`src/rtl/cdb_arbiter_if.sv`:
```
// -----------------------------------------------------------------------------
// cdb_arbiter_if
//   Bundles the producer request side and the common data bus broadcast side
//   of the CDB arbiter.
//   master : producers / reorder buffer side (drives requests and clear)
//   slave  : the arbiter (drives reqReady and the cdb* broadcast)
//   Signals:
//     clear        flush from the reorder buffer (branch mispredict)
//     reqValid     producer i presents a result
//     reqRobIndex  ROB index, producer i at [i*ROB_WIDTH +: ROB_WIDTH]
//     reqValue     result value, producer i at [i*32 +: 32]
//     reqReady     slot i can accept this cycle
//     cdbValid     broadcast valid
//     cdbRobIndex  broadcast ROB index
//     cdbValue     broadcast value
//     cdbSource    one-hot id of the producer being broadcast
// -----------------------------------------------------------------------------
interface cdb_arbiter_if #(
  parameter int ROB_WIDTH = 4,
  parameter int NUM_REQ   = 2
);
  logic                          clear;
  logic [NUM_REQ-1:0]            reqValid;
  logic [NUM_REQ*ROB_WIDTH-1:0]  reqRobIndex;
  logic [NUM_REQ*32-1:0]         reqValue;
  logic [NUM_REQ-1:0]            reqReady;
  logic                          cdbValid;
  logic [ROB_WIDTH-1:0]          cdbRobIndex;
  logic [31:0]                   cdbValue;
  logic [NUM_REQ-1:0]            cdbSource;

  modport master (
    output clear, reqValid, reqRobIndex, reqValue,
    input  reqReady, cdbValid, cdbRobIndex, cdbValue, cdbSource
  );

  modport slave (
    input  clear, reqValid, reqRobIndex, reqValue,
    output reqReady, cdbValid, cdbRobIndex, cdbValue, cdbSource
  );
endinterface

```
`src/rtl/cdb_arbiter.sv`:
```
// -----------------------------------------------------------------------------
// cdb_arbiter
//   Shares the single result-broadcast bus (CDB) between result producers
//   (index 0 = reservation station/ALU, index 1 = load & store buffer).
//   Each producer owns a 1-entry holding slot; one slot is granted per cycle,
//   round-robin, and its contents are registered onto the CDB.
//
//   Ports:
//     clockIn   clock
//     resetIn   synchronous active-high reset
//     bus       cdb_arbiter_if.slave (requests, clear, reqReady, cdb* outputs)
//
//   Configuration:
//     CDB_FIXED_PRIORITY_EN  when defined, the round-robin pointer is removed
//                            and the lowest valid slot always wins (debug only;
//                            higher indices can starve).
// -----------------------------------------------------------------------------
module cdb_arbiter #(
  parameter int ROB_WIDTH = 4,
  parameter int NUM_REQ   = 2,
  parameter int PTR_WIDTH = 1
) (
  input  logic          clockIn,
  input  logic          resetIn,
  cdb_arbiter_if.slave  bus
);

  // Holding slots, one per producer.
  logic [NUM_REQ-1:0]    r_slot_valid;
  logic [ROB_WIDTH-1:0]  r_slot_rob [NUM_REQ];
  logic [31:0]           r_slot_val [NUM_REQ];

`ifndef CDB_FIXED_PRIORITY_EN
  logic [PTR_WIDTH-1:0]  r_rr_ptr;
`endif

  // Registered broadcast.
  logic                  r_cdb_valid;
  logic [ROB_WIDTH-1:0]  r_cdb_rob;
  logic [31:0]           r_cdb_val;
  logic [NUM_REQ-1:0]    r_cdb_src;

  logic [NUM_REQ-1:0]    w_grant;
  logic [NUM_REQ-1:0]    w_ready;
  logic [NUM_REQ-1:0]    w_accept;
  logic                  w_any;
  logic [PTR_WIDTH-1:0]  w_win_idx;
  logic [ROB_WIDTH-1:0]  w_win_rob;
  logic [31:0]           w_win_val;

  function automatic int rr_index(input int base, input int k);
    return (base + k) % NUM_REQ;
  endfunction

  // Grant: first valid slot at or after the pointer, scanning upward.
  // NOTE: every always_comb output gets a default first, so no path can leave
  // it unassigned and infer a latch.
  always_comb begin
    w_grant   = '0;
    w_win_idx = '0;
    for (int k = 0; k < NUM_REQ; k++) begin
`ifdef CDB_FIXED_PRIORITY_EN
      if (w_grant == '0 && r_slot_valid[k]) begin
        w_grant[k] = 1'b1;
        w_win_idx  = PTR_WIDTH'(k);
      end
`else
      if (w_grant == '0 && r_slot_valid[rr_index(int'(r_rr_ptr), k)]) begin
        w_grant[rr_index(int'(r_rr_ptr), k)] = 1'b1;
        w_win_idx = PTR_WIDTH'(rr_index(int'(r_rr_ptr), k));
      end
`endif
    end
    w_any     = |w_grant;
    w_win_rob = r_slot_rob[w_win_idx];
    w_win_val = r_slot_val[w_win_idx];
  end

  // A slot being drained this cycle can be refilled in the same cycle.
  // During clear everything is flushed, so every slot reports ready.
  assign w_ready  = ~r_slot_valid | w_grant | {NUM_REQ{bus.clear}};
  assign w_accept = bus.reqValid & w_ready;

  // NOTE: sequential state uses non-blocking assignments so every register
  // samples pre-edge values regardless of statement order.
  always_ff @(posedge clockIn) begin
    if (resetIn) begin
      r_slot_valid <= '0;
      r_cdb_valid  <= 1'b0;
      r_cdb_rob    <= '0;
      r_cdb_val    <= '0;
      r_cdb_src    <= '0;
`ifndef CDB_FIXED_PRIORITY_EN
      r_rr_ptr     <= '0;
`endif
    end else if (bus.clear) begin
      // Flush: data registers keep their last value, only control is cleared.
      r_slot_valid <= '0;
      r_cdb_valid  <= 1'b0;
      r_cdb_src    <= '0;
`ifndef CDB_FIXED_PRIORITY_EN
      r_rr_ptr     <= '0;
`endif
    end else begin
      for (int i = 0; i < NUM_REQ; i++) begin
        if (w_accept[i])
          r_slot_valid[i] <= 1'b1;
        else if (w_grant[i])
          r_slot_valid[i] <= 1'b0;
      end
      r_cdb_valid <= w_any;
      if (w_any) begin
        r_cdb_rob <= w_win_rob;
        r_cdb_val <= w_win_val;
        r_cdb_src <= w_grant;
`ifndef CDB_FIXED_PRIORITY_EN
        r_rr_ptr  <= PTR_WIDTH'((int'(w_win_idx) + 1) % NUM_REQ);
`endif
      end
    end
  end

  // NOTE: slot payload is qualified by r_slot_valid, so it is left out of
  // reset; keeping it in the reset block would turn reset into a data enable.
  always_ff @(posedge clockIn) begin
    for (int i = 0; i < NUM_REQ; i++) begin
      if (w_accept[i]) begin
        r_slot_rob[i] <= bus.reqRobIndex[i*ROB_WIDTH +: ROB_WIDTH];
        r_slot_val[i] <= bus.reqValue[i*32 +: 32];
      end
    end
  end

  assign bus.reqReady    = w_ready;
  assign bus.cdbValid    = r_cdb_valid;
  assign bus.cdbRobIndex = r_cdb_rob;
  assign bus.cdbValue    = r_cdb_val;
  assign bus.cdbSource   = r_cdb_src;

endmodule

```
`src/flat_wrapper.sv`:
```
// flat-port wrapper written by rule: the top's interface ports become plain ports
module cdb_arbiter_flat 
#(
  parameter int ROB_WIDTH = 4,
  parameter int NUM_REQ   = 2,
  parameter int PTR_WIDTH = 1
)
  (clockIn, resetIn, bus_clear, bus_reqValid, bus_reqRobIndex, bus_reqValue, bus_reqReady, bus_cdbValid, bus_cdbRobIndex, bus_cdbValue, bus_cdbSource);
  cdb_arbiter_if #(.ROB_WIDTH(ROB_WIDTH), .NUM_REQ(NUM_REQ)) bus_i ();
  input  logic clockIn;
  input  logic resetIn;
  input wire logic [$bits(bus_i.clear)-1:0] bus_clear;
  input wire logic [$bits(bus_i.reqValid)-1:0] bus_reqValid;
  input wire logic [$bits(bus_i.reqRobIndex)-1:0] bus_reqRobIndex;
  input wire logic [$bits(bus_i.reqValue)-1:0] bus_reqValue;
  output wire logic [$bits(bus_i.reqReady)-1:0] bus_reqReady;
  output wire logic [$bits(bus_i.cdbValid)-1:0] bus_cdbValid;
  output wire logic [$bits(bus_i.cdbRobIndex)-1:0] bus_cdbRobIndex;
  output wire logic [$bits(bus_i.cdbValue)-1:0] bus_cdbValue;
  output wire logic [$bits(bus_i.cdbSource)-1:0] bus_cdbSource;
  assign bus_i.clear = bus_clear;
  assign bus_i.reqValid = bus_reqValid;
  assign bus_i.reqRobIndex = bus_reqRobIndex;
  assign bus_i.reqValue = bus_reqValue;
  assign bus_reqReady = bus_i.reqReady;
  assign bus_cdbValid = bus_i.cdbValid;
  assign bus_cdbRobIndex = bus_i.cdbRobIndex;
  assign bus_cdbValue = bus_i.cdbValue;
  assign bus_cdbSource = bus_i.cdbSource;
  cdb_arbiter #(.ROB_WIDTH(ROB_WIDTH), .NUM_REQ(NUM_REQ), .PTR_WIDTH(PTR_WIDTH)) u_core (.clockIn(clockIn), .resetIn(resetIn), .bus(bus_i));
endmodule
```
`config.mk`:
```
export PLATFORM = sky130hd
export DESIGN_NAME = cdb_arbiter_flat
export DESIGN_NICKNAME = d
export VERILOG_FILES = /design/src/rtl/cdb_arbiter_if.sv /design/src/rtl/cdb_arbiter.sv /design/src/flat_wrapper.sv
export SDC_FILE = /design/constraint.sdc
export NUM_CORES = 1
export LEC_CHECK = 0
export CAP_MARGIN = 20
export CELL_PAD_IN_SITES_DETAIL_PLACEMENT = 0
export CELL_PAD_IN_SITES_GLOBAL_PLACEMENT = 2
export CORE_AREA = 3 3 127 116
export DETAILED_ROUTE_END_ITERATION = 7
export DIE_AREA = 0 0 130 119
export GPL_TIMING_DRIVEN = 0
export PLACE_DENSITY = 0.77
export SYNTH_ARGS = -nofsm -noshare
export SYNTH_HDL_FRONTEND = slang
export SYNTH_SLANG_ARGS = --single-unit
```
`constraint.sdc`:
```
create_clock -name clockIn -period 2.7 [get_ports clockIn]
set_input_delay 0.405 -clock clockIn [delete_from_list [all_inputs] [get_ports clockIn]]
set_output_delay 0.405 -clock clockIn [all_outputs]
set_load 0.02 [all_outputs]
```
# Yosys cells after proc, flatten, opt, wreduce, memory -nomap -nowiden
# Memory sizes are Yosys's and may differ from the RTL's. A register that Yosys moved wholly into a read port is not among the register bits.
# Index checks and enable logic that the tools add are counted.
# classes
n_reduce_logical	9
bitwise_logic	7
add_sub_neg	2
magnitude_cmp	4
muxes	21
# ops
operator	count
$mux 1	17
$or 2x2->2	3
$mux 2	2
$reduce_bool 2->1	2
$reduce_or 2->1	2
$logic_and 1x1->1	3
$lt 2x3->1 const B	1
$add 1x1->1 const B	2
$and 2x2->2	1
$demux 1 s1	2
$ge 2x1->1 const B	1
$logic_not 2->1	1
$lt 1x2->1 const B	1
$not 2->2	1
$reduce_and 2->1	1
$and 1x1->1 const A	1
$ge 1x1->1 const B	1
$not 1->1	1
# totals
regBits	6
output_inout_bits	41
memories	2
in_bits	77
mem_bits_rw	72
# memory_table
memory	words	word_bits	read_ports	rd_clocked_by_memory_dff	wr	line	text
u_core.r_slot_val	2	32	1	1	2	cdb_arbiter.sv:31	logic [31:0] r_slot_val [NUM_REQ];
u_core.r_slot_rob	2	4	1	1	2	cdb_arbiter.sv:30	logic [ROB_WIDTH-1:0] r_slot_rob [NUM_REQ];

# Longest topological paths before layout
# Gate-level depths: netlist of run 1.
# depth
ltp_word	13
depth_mapped	6

# Worst setup path after synthesis of run 1
# No wires, ideal clock.
# synth_timing
path_type	register -> register
startpoint	register u_core.r_slot_valid[1]
endpoint	memory u_core.r_slot_rob[1][0] (enable)
synth_period_minus_slack_ns	2.134
setup_time_ns	0.397
path_buffers	1
required_ns	2.303
arrival_time_ns	1.738
path_stages_with_launch	5
setup_slack_ns	0.566
cell_sequence	dfxtp_1 > buf_6 > inv_1 > or3_1 > and2_1
# synth_lines
element	line	text
start, declared	cdb_arbiter.sv:29	logic [NUM_REQ-1:0] r_slot_valid;
start signal, assigned	cdb_arbiter.sv:88	r_slot_valid <= '0;
start signal, assigned	cdb_arbiter.sv:98	r_slot_valid <= '0;
start signal, assigned by index	cdb_arbiter.sv:107	r_slot_valid[i] <= 1'b1;
end, declared	cdb_arbiter.sv:30	

# Worst setup path after layout of run 1
# layout_timing
startpoint	register u_core.r_slot_valid[1]
endpoint	output port bus_reqReady[1]
# layout_via
elab_chain_cells	8
elab_cells_between_ends	13
# layout_rtl
element	line	text
$mux 1 (not written as such) (2 in a row)	cdb_arbiter.sv:68	if (w_grant == '0 && r_slot_valid[rr_index(int'(r_rr_ptr), k)]) begin
$mux 2	cdb_arbiter.sv:68	
$logic_not 2->1	cdb_arbiter.sv:68	
$logic_and 1x1->1	cdb_arbiter.sv:68	
$mux 2	cdb_arbiter.sv:68	
$or 2x2->2 (*) (2 in a row)	cdb_arbiter.sv:81	assign w_ready = ~r_slot_valid | w_grant | {NUM_REQ{bus.clear}};
end, declared	flat_wrapper.sv:16	output wire logic [$bits(bus_i.reqReady)-1:0] bus_reqReady;
# Mark *: on every way between the ends. The rest lies on a longest branch, timed or not. The select of a mux whose other input is x is not followed.

==> flow_summary.yaml, run 1 <==
detailed_routing:
  drt_iter0_drc: 186
  ant_nets: 0
  drc: 0
  firstDrtPassIters: 4
  finalWirelength_um: 10970
  drt-wirelength-per-cell_um: 17.55
  vias: 3031
  via_per_inst: 4.850
synth:
  synthesis.area_mm2: 0.004168
  synth_area_leaders: "edfxtp_1 (52%), dfxtp_1 (20%), a311oi_1 (7.6%), nand3_1 (4.3%), buf_6 (3.5%)"
  yosysTopAreaCellShare_pct: 51.88
  synth.distinct_cells: 25
  synth_seq_cells: 114
  yosys_warnings: 0
  synth.avg_cell_area_um2: 13.49
  yosysSeqAreaShare_pct: 72.05
  syn_inst: 309
  synth_nets: 386
  synth_top_cell_by_area: "edfxtp_1"
sta:
  slew_headroom_pct: 36.92
  fin_crit_ps: 2455
  grt_setup_unrepaired: "no"
  whs_ps: 403.7
  post-route-worst-setup-slack_ps: 245.1
  maxSlewViolCount: 0
  final_min_period_over_clock_period_pct: 90.92
  tns_ps: 0
  setup_viol: 0
  fin_skew_ps: 12.51
  hold_viol_final: 0
  tightest_slew_ps: 946.2
  max_freq_mhz: 407.4
pwr:
  combPwrFrac_pct: 9.1
  p_leak_nw: 2.069
  power_frac_seq_pct: 44.5
  p_clk_share_pct: 46.4
  p_sw_share_pct: 21.23
  power.switching_mw: 0.9514
  p_per_area_mw_per_mm2: 732.8
  power_mw: 4.481
  p_int_mw: 3.529
  vdd_drop_max_uv: 504.2
placement:
  port_buffers: 116
  place_congestion: 0.7553
  place_hpwl_um: 7390
  dp_slack_ps: 251.9
clock_network:
  cts_setup_buffers: 0
  clk_latency_ps: 410
  cts.htree.levels: 4
  cts_inserted_buffers: 17
  cts-resized-gates: 0
  clk_pin_slew_ps: 50
  clock_path_buffers: 2
  hold_buffers: 0
  cts_root_buf: "clkbuf_16"
  cts_tree: "built"
  clock_sinks: 114
run_status:
  status: "finished clean"
grt:
  track_usage_pct: 14.57
  first_global_vias: 3196
  antenna_found_initial: 0
  grt_overflow: 0
  grt_first_pass_wirelength_um: 16830
  grt_max_degree: 37
critical_path:
  cp-start-kind: "flip-flop"
  critPathArrivalTime_ps: 2050
  cp-end-kind: "primary output"
  required_ps: 2300
  critPathKind: "reg -> out"
  cp_max_fo: 10
cells_and_area:
  syn2layout_area_growth_pct: 46.71
  fin_nets: 522
  diodes: 0
  drive_gt1_share_pct: 10.72
  final_core_util_pct: 45.42
  num-fill-cells: 1234
die:
  rows: 40
  start_util_pct: 30.96
  core-area_mm2: 0.01346
  die-area_mm2: 0.01547
  num_io_pins: 118
  die_h_um: 119
  die_w_um: 130
min_path:
  worstHoldPathType: "in -> reg"
flow_run:
  maxCapViolations: 0
[layer usage]
| metal | part of all wire (%) | global-route usage, % | vias up | routed length, µm |
|---|---|---|---|---|
| met5 | 0 | 0 | - | 0 |
| met4 | 1.2 | 5.584 | 0 | 127 |
| met3 | 6.0 | 4.978 | 10 | 659 |
| met2 | 49 | 22.62 | 96 | 5348 |
| met1 | 44 | 18.73 | 1459 | 4834 |
| li1 | - | - | 1466 | - |
[final cells by class]
| cell class | count | area, µm² | share of cell area (%) |
|---|---|---|---|
| plain buffers | 30 | 222.7 | 3.642 |
| clock buffers | 22 | 454.2 | 7.428 |
| clock inverters | 9 | 91.34 | 1.494 |
| inverters | 1 | 3.754 | 0.06139 |
| multi-input cells | 164 | 940.9 | 15.39 |
| flip-flops and latches | 114 | 3003 | 49.11 |
| well taps | 168 | 210.2 | 3.438 |
| repair buffers | 117 | 1189 | 19.44 |
[metrics by stage]
step / instance area, µm² / cells
CTS: 6115 / 625
global placement: 5539 / 593
floorplan: 4168 / 309
global route: 6115 / 625
finish: 6115 / 625
detailed placement: 5569 / 594
[cell usage in the layout (no fill, tap or decap), types with 2 or more instances in the layout]
cell type        synthesis  routed
a311oi_1                36      36
bufinv_16                0       2
o21ai_1                  8       8
buf_6                   13      13
clkdlybuf4s50_1          0     116
clkbuf_1                 9      13
o21ai_0                 28      28
and2_2                   0       2
clkinv_1                 0       3
dfxtp_1                 42      42
a2111oi_0                2       2
clkbuf_2                 3       3
nand3_1                 36      36
nor2_1                  39      39
clkbuf_16                0      17
a21oi_1                  2       2
nor3_1                   3       3
edfxtp_1                72      72
clkinv_2                 0       4
buf_2                    4       4
[final timing paths]
check,startpoint,end,slack (ps),cells after the start
setup / recovery,u_core.r_slot_valid[1],bus_reqReady[1],250,4
hold / removal,resetIn,u_core.bus.cdbSource[0],400,2
setup reg to reg,u_core.r_slot_valid[1],u_core.r_slot_val[1][25],600,4
hold reg to reg,u_core.bus.cdbValue[0],u_core.bus.cdbValue[0],500,2
[synthesized netlist by cell type (all sizes together)]
library cell / number
a2111oi: 2
a21oi: 2
a311oi: 36
a31oi: 1
and2: 2
and2b: 1
buf: 18
clkbuf: 12
dfxtp: 42
edfxtp: 72
inv: 1
nand2b: 1
nand3: 36
nand4b: 1
nor2: 39
nor2b: 1
nor3: 3
o21ai: 36
o21ba: 1
o21bai: 1
or3: 1
[registers in the layout (all words and copies together) (netlist names)]
signal                  cells
u_core.bus.cdbRobIndex      4
u_core.bus.cdbSource        2
u_core.bus.cdbValid         1
u_core.bus.cdbValue        32
u_core.r_rr_ptr             1
u_core.r_slot_rob           8
u_core.r_slot_val          64
u_core.r_slot_valid         2
[cells by family after synthesis]
logic type,count (synthesis),synth area share [%]
AO/OA/AOI/OAI,79,13.12
buffers and inverters,31,5.434
flip-flops,114,72.05
AND/OR/NAND/NOR,85,9.397
[worst max-delay path, stage by stage, from the launching register on]
cell             delay, ps
dfxtp_1                320
buf_6                  130
inv_1                  180
or3_1                  460
clkdlybuf4s50_1        560
[power groups by stage]
stage	clock (mW)	sequential (mW)	combinational [mW]
floorplan	0	2.06	0.140
global placement	0	2.03	0.404
detailed placement	0	2.03	0.415
CTS	2.12	1.99	0.417
global route	2.21	2.00	0.445
finish	2.08	1.99	0.410
No activity file was read; power rests on OpenSTA's default activity.
==> run 2: changes to the inputs <==
--- a/config.mk
+++ b/config.mk
@@ -8,11 +8,13 @@
 export CAP_MARGIN = 20
 export CELL_PAD_IN_SITES_DETAIL_PLACEMENT = 0
 export CELL_PAD_IN_SITES_GLOBAL_PLACEMENT = 2
-export CORE_AREA = 3 3 127 116
+export CORE_AREA = 3 3 125 115
+export CTS_BUF_LIST = sky130_fd_sc_hd__clkbuf_4 sky130_fd_sc_hd__clkbuf_8
+export CTS_CLUSTER_DIAMETER = 60
 export DETAILED_ROUTE_END_ITERATION = 7
-export DIE_AREA = 0 0 130 119
+export DIE_AREA = 0 0 128 118
 export GPL_TIMING_DRIVEN = 0
-export PLACE_DENSITY = 0.77
+export PLACE_DENSITY = 0.78
 export SYNTH_ARGS = -nofsm -noshare
 export SYNTH_HDL_FRONTEND = slang
 export SYNTH_SLANG_ARGS = --single-unit
==> flow_summary.yaml, run 2 (same netlist as run 1, synthesis figures left out) <==
detailed_routing:
  drt_iter0_drc: 201
  finalWirelength_um: 10820
  vias: 3020
  drc: 0
  via_per_inst: 4.832
  ant_nets: 0
  drt-wirelength-per-cell_um: 17.31
  firstDrtPassIters: 5
clock_network:
  cts-resized-gates: 0
  cts_inserted_buffers: 17
  clock_sinks: 114
  cts_setup_buffers: 0
  clk_latency_ps: 430
  cts_root_buf: "clkbuf_8"
  hold_buffers: 0
  cts_tree: "built"
  cts.htree.levels: 4
  clock_path_buffers: 2
  clk_pin_slew_ps: 60
cells_and_area:
  regMostFlops: "u_core.r_slot_val"
  fin_nets: 521
  drive_gt1_share_pct: 12.25
  syn2layout_area_growth_pct: 42.33
  mostFrequentLayoutCell: "clkdlybuf4s50_1"
  final_cell_mix: "clkdlybuf4s50_1 (116), edfxtp_1 (72), dfxtp_1 (42)"
  largest_reg_flops: 64
  diodes: 0
grt:
  first_global_vias: 3185
  antenna_found_initial: 0
  grt_max_degree: 37
  grt_first_pass_wirelength_um: 17210
  grt_overflow: 0
  track_usage_pct: 15.19
critical_path:
  rrSetupSlack_ps: 570
  cp-end-kind: "primary output"
  cp-start-kind: "flip-flop"
  required_ps: 2300
  critPathKind: "reg -> out"
  reg2regPathDepth: 4
  cp_max_fo: 10
  critPathArrivalTime_ps: 2110
sta:
  grt_setup_unrepaired: "no"
  hold_viol_final: 0
  maxSlewViolCount: 0
  fin_skew_ps: 8.238
  slew_headroom_pct: 34.69
  final_min_period_over_clock_period_pct: 93.13
  fin_crit_ps: 2515
  setup_viol: 0
  whs_ps: 403.3
  max_freq_mhz: 397.7
  tightest_slew_ps: 979.7
pwr:
  power_mw: 3.931
  vdd_drop_max_uv: 329.2
  p_leak_nw: 1.998
  p_clk_share_pct: 39.1
  power_frac_seq_pct: 50.6
  p_int_mw: 3.060
  p_per_area_mw_per_mm2: 662.7
  power.switching_mw: 0.8717
  combPwrFrac_pct: 10.3
  p_sw_share_pct: 22.17
die:
  die-area_mm2: 0.01510
  die_w_um: 128
  rows: 40
  die_h_um: 118
  start_util_pct: 31.54
  core-area_mm2: 0.01321
  num_io_pins: 118
placement:
  place_congestion: 0.7136
  place_hpwl_um: 7256
  port_buffers: 116
min_path:
  worstHoldPathType: "in -> reg"
  holdPathStages: 2
run_status:
  status: "finished clean"
flow_run:
  maxCapViolations: 0
run 2: power groups by stage:
| stage | clock network, mW | logic [mW] | registers, mW |
|---|---|---|---|
| 2_1_floorplan | 0 | 0.140 | 2.06 |
| 3_3_place_gp | 0 | 0.401 | 2.03 |
| 3_5_place_dp | 0 | 0.407 | 2.03 |
| 4_1_cts | 1.58 | 0.408 | 1.99 |
| 5_1_grt | 1.68 | 0.441 | 2.00 |
| 6_report | 1.54 | 0.403 | 1.99 |
run 2: layout make-up:
cell class,count,area (µm²)
Fill cell,1247,7281
Tap cell,168,210.2
Clock inverter,5,50.05
Inverter,1,3.754
Timing Repair Buffer,116,1161
Buffer,30,222.7
Clock buffer,27,340.3
Sequential cell,114,3003
Multi-Input combinational cell,164,940.9
run 2: path summary, 6_finish.rpt:
kind	start	end
max	u_core.r_slot_valid[1]	bus_reqReady[1]
min	resetIn	u_core.bus.cdbSource[0]
max reg2reg	u_core.r_slot_valid[1]	u_core.r_slot_val[1][7]
min reg2reg	u_core.bus.cdbValue[11]	u_core.bus.cdbValue[11]
run 2: layer usage:
metal	global-route usage, %	wire length [µm]	up-vias
li1	-	-	1459
met1	19.76	4829	1440
met2	22.84	5108	112
met3	5.626	748	9
met4	6.167	130	0
met5	0	0	-
run 2: worst max-delay path, stage by stage (launching register included):
cell and delay (ps):
dfxtp_1 320, buf_6 130, inv_1 180, or3_1 450
clkdlybuf4s50_1 580
run 2: metrics by stage:
| stage | setup WS [ps] | area (µm²) | std cells | utilization [%] | setup TNS (ps) |
|---|---|---|---|---|---|
| after detailed placement | 214.4 | 5542 | 593 | 41.94 | 0 |
| after CTS | 135.7 | 5932 | 625 | 44.90 | 0 |
| after floorplan | 565.8 | 4168 | 309 | - | 0 |
| final | 185.5 | 5932 | 625 | 44.90 | 0 |
| after global placement | -382.3 | 5539 | 593 | 41.92 | -24900 |
| after global routing | 71.46 | 5932 | 625 | 44.90 | 0 |
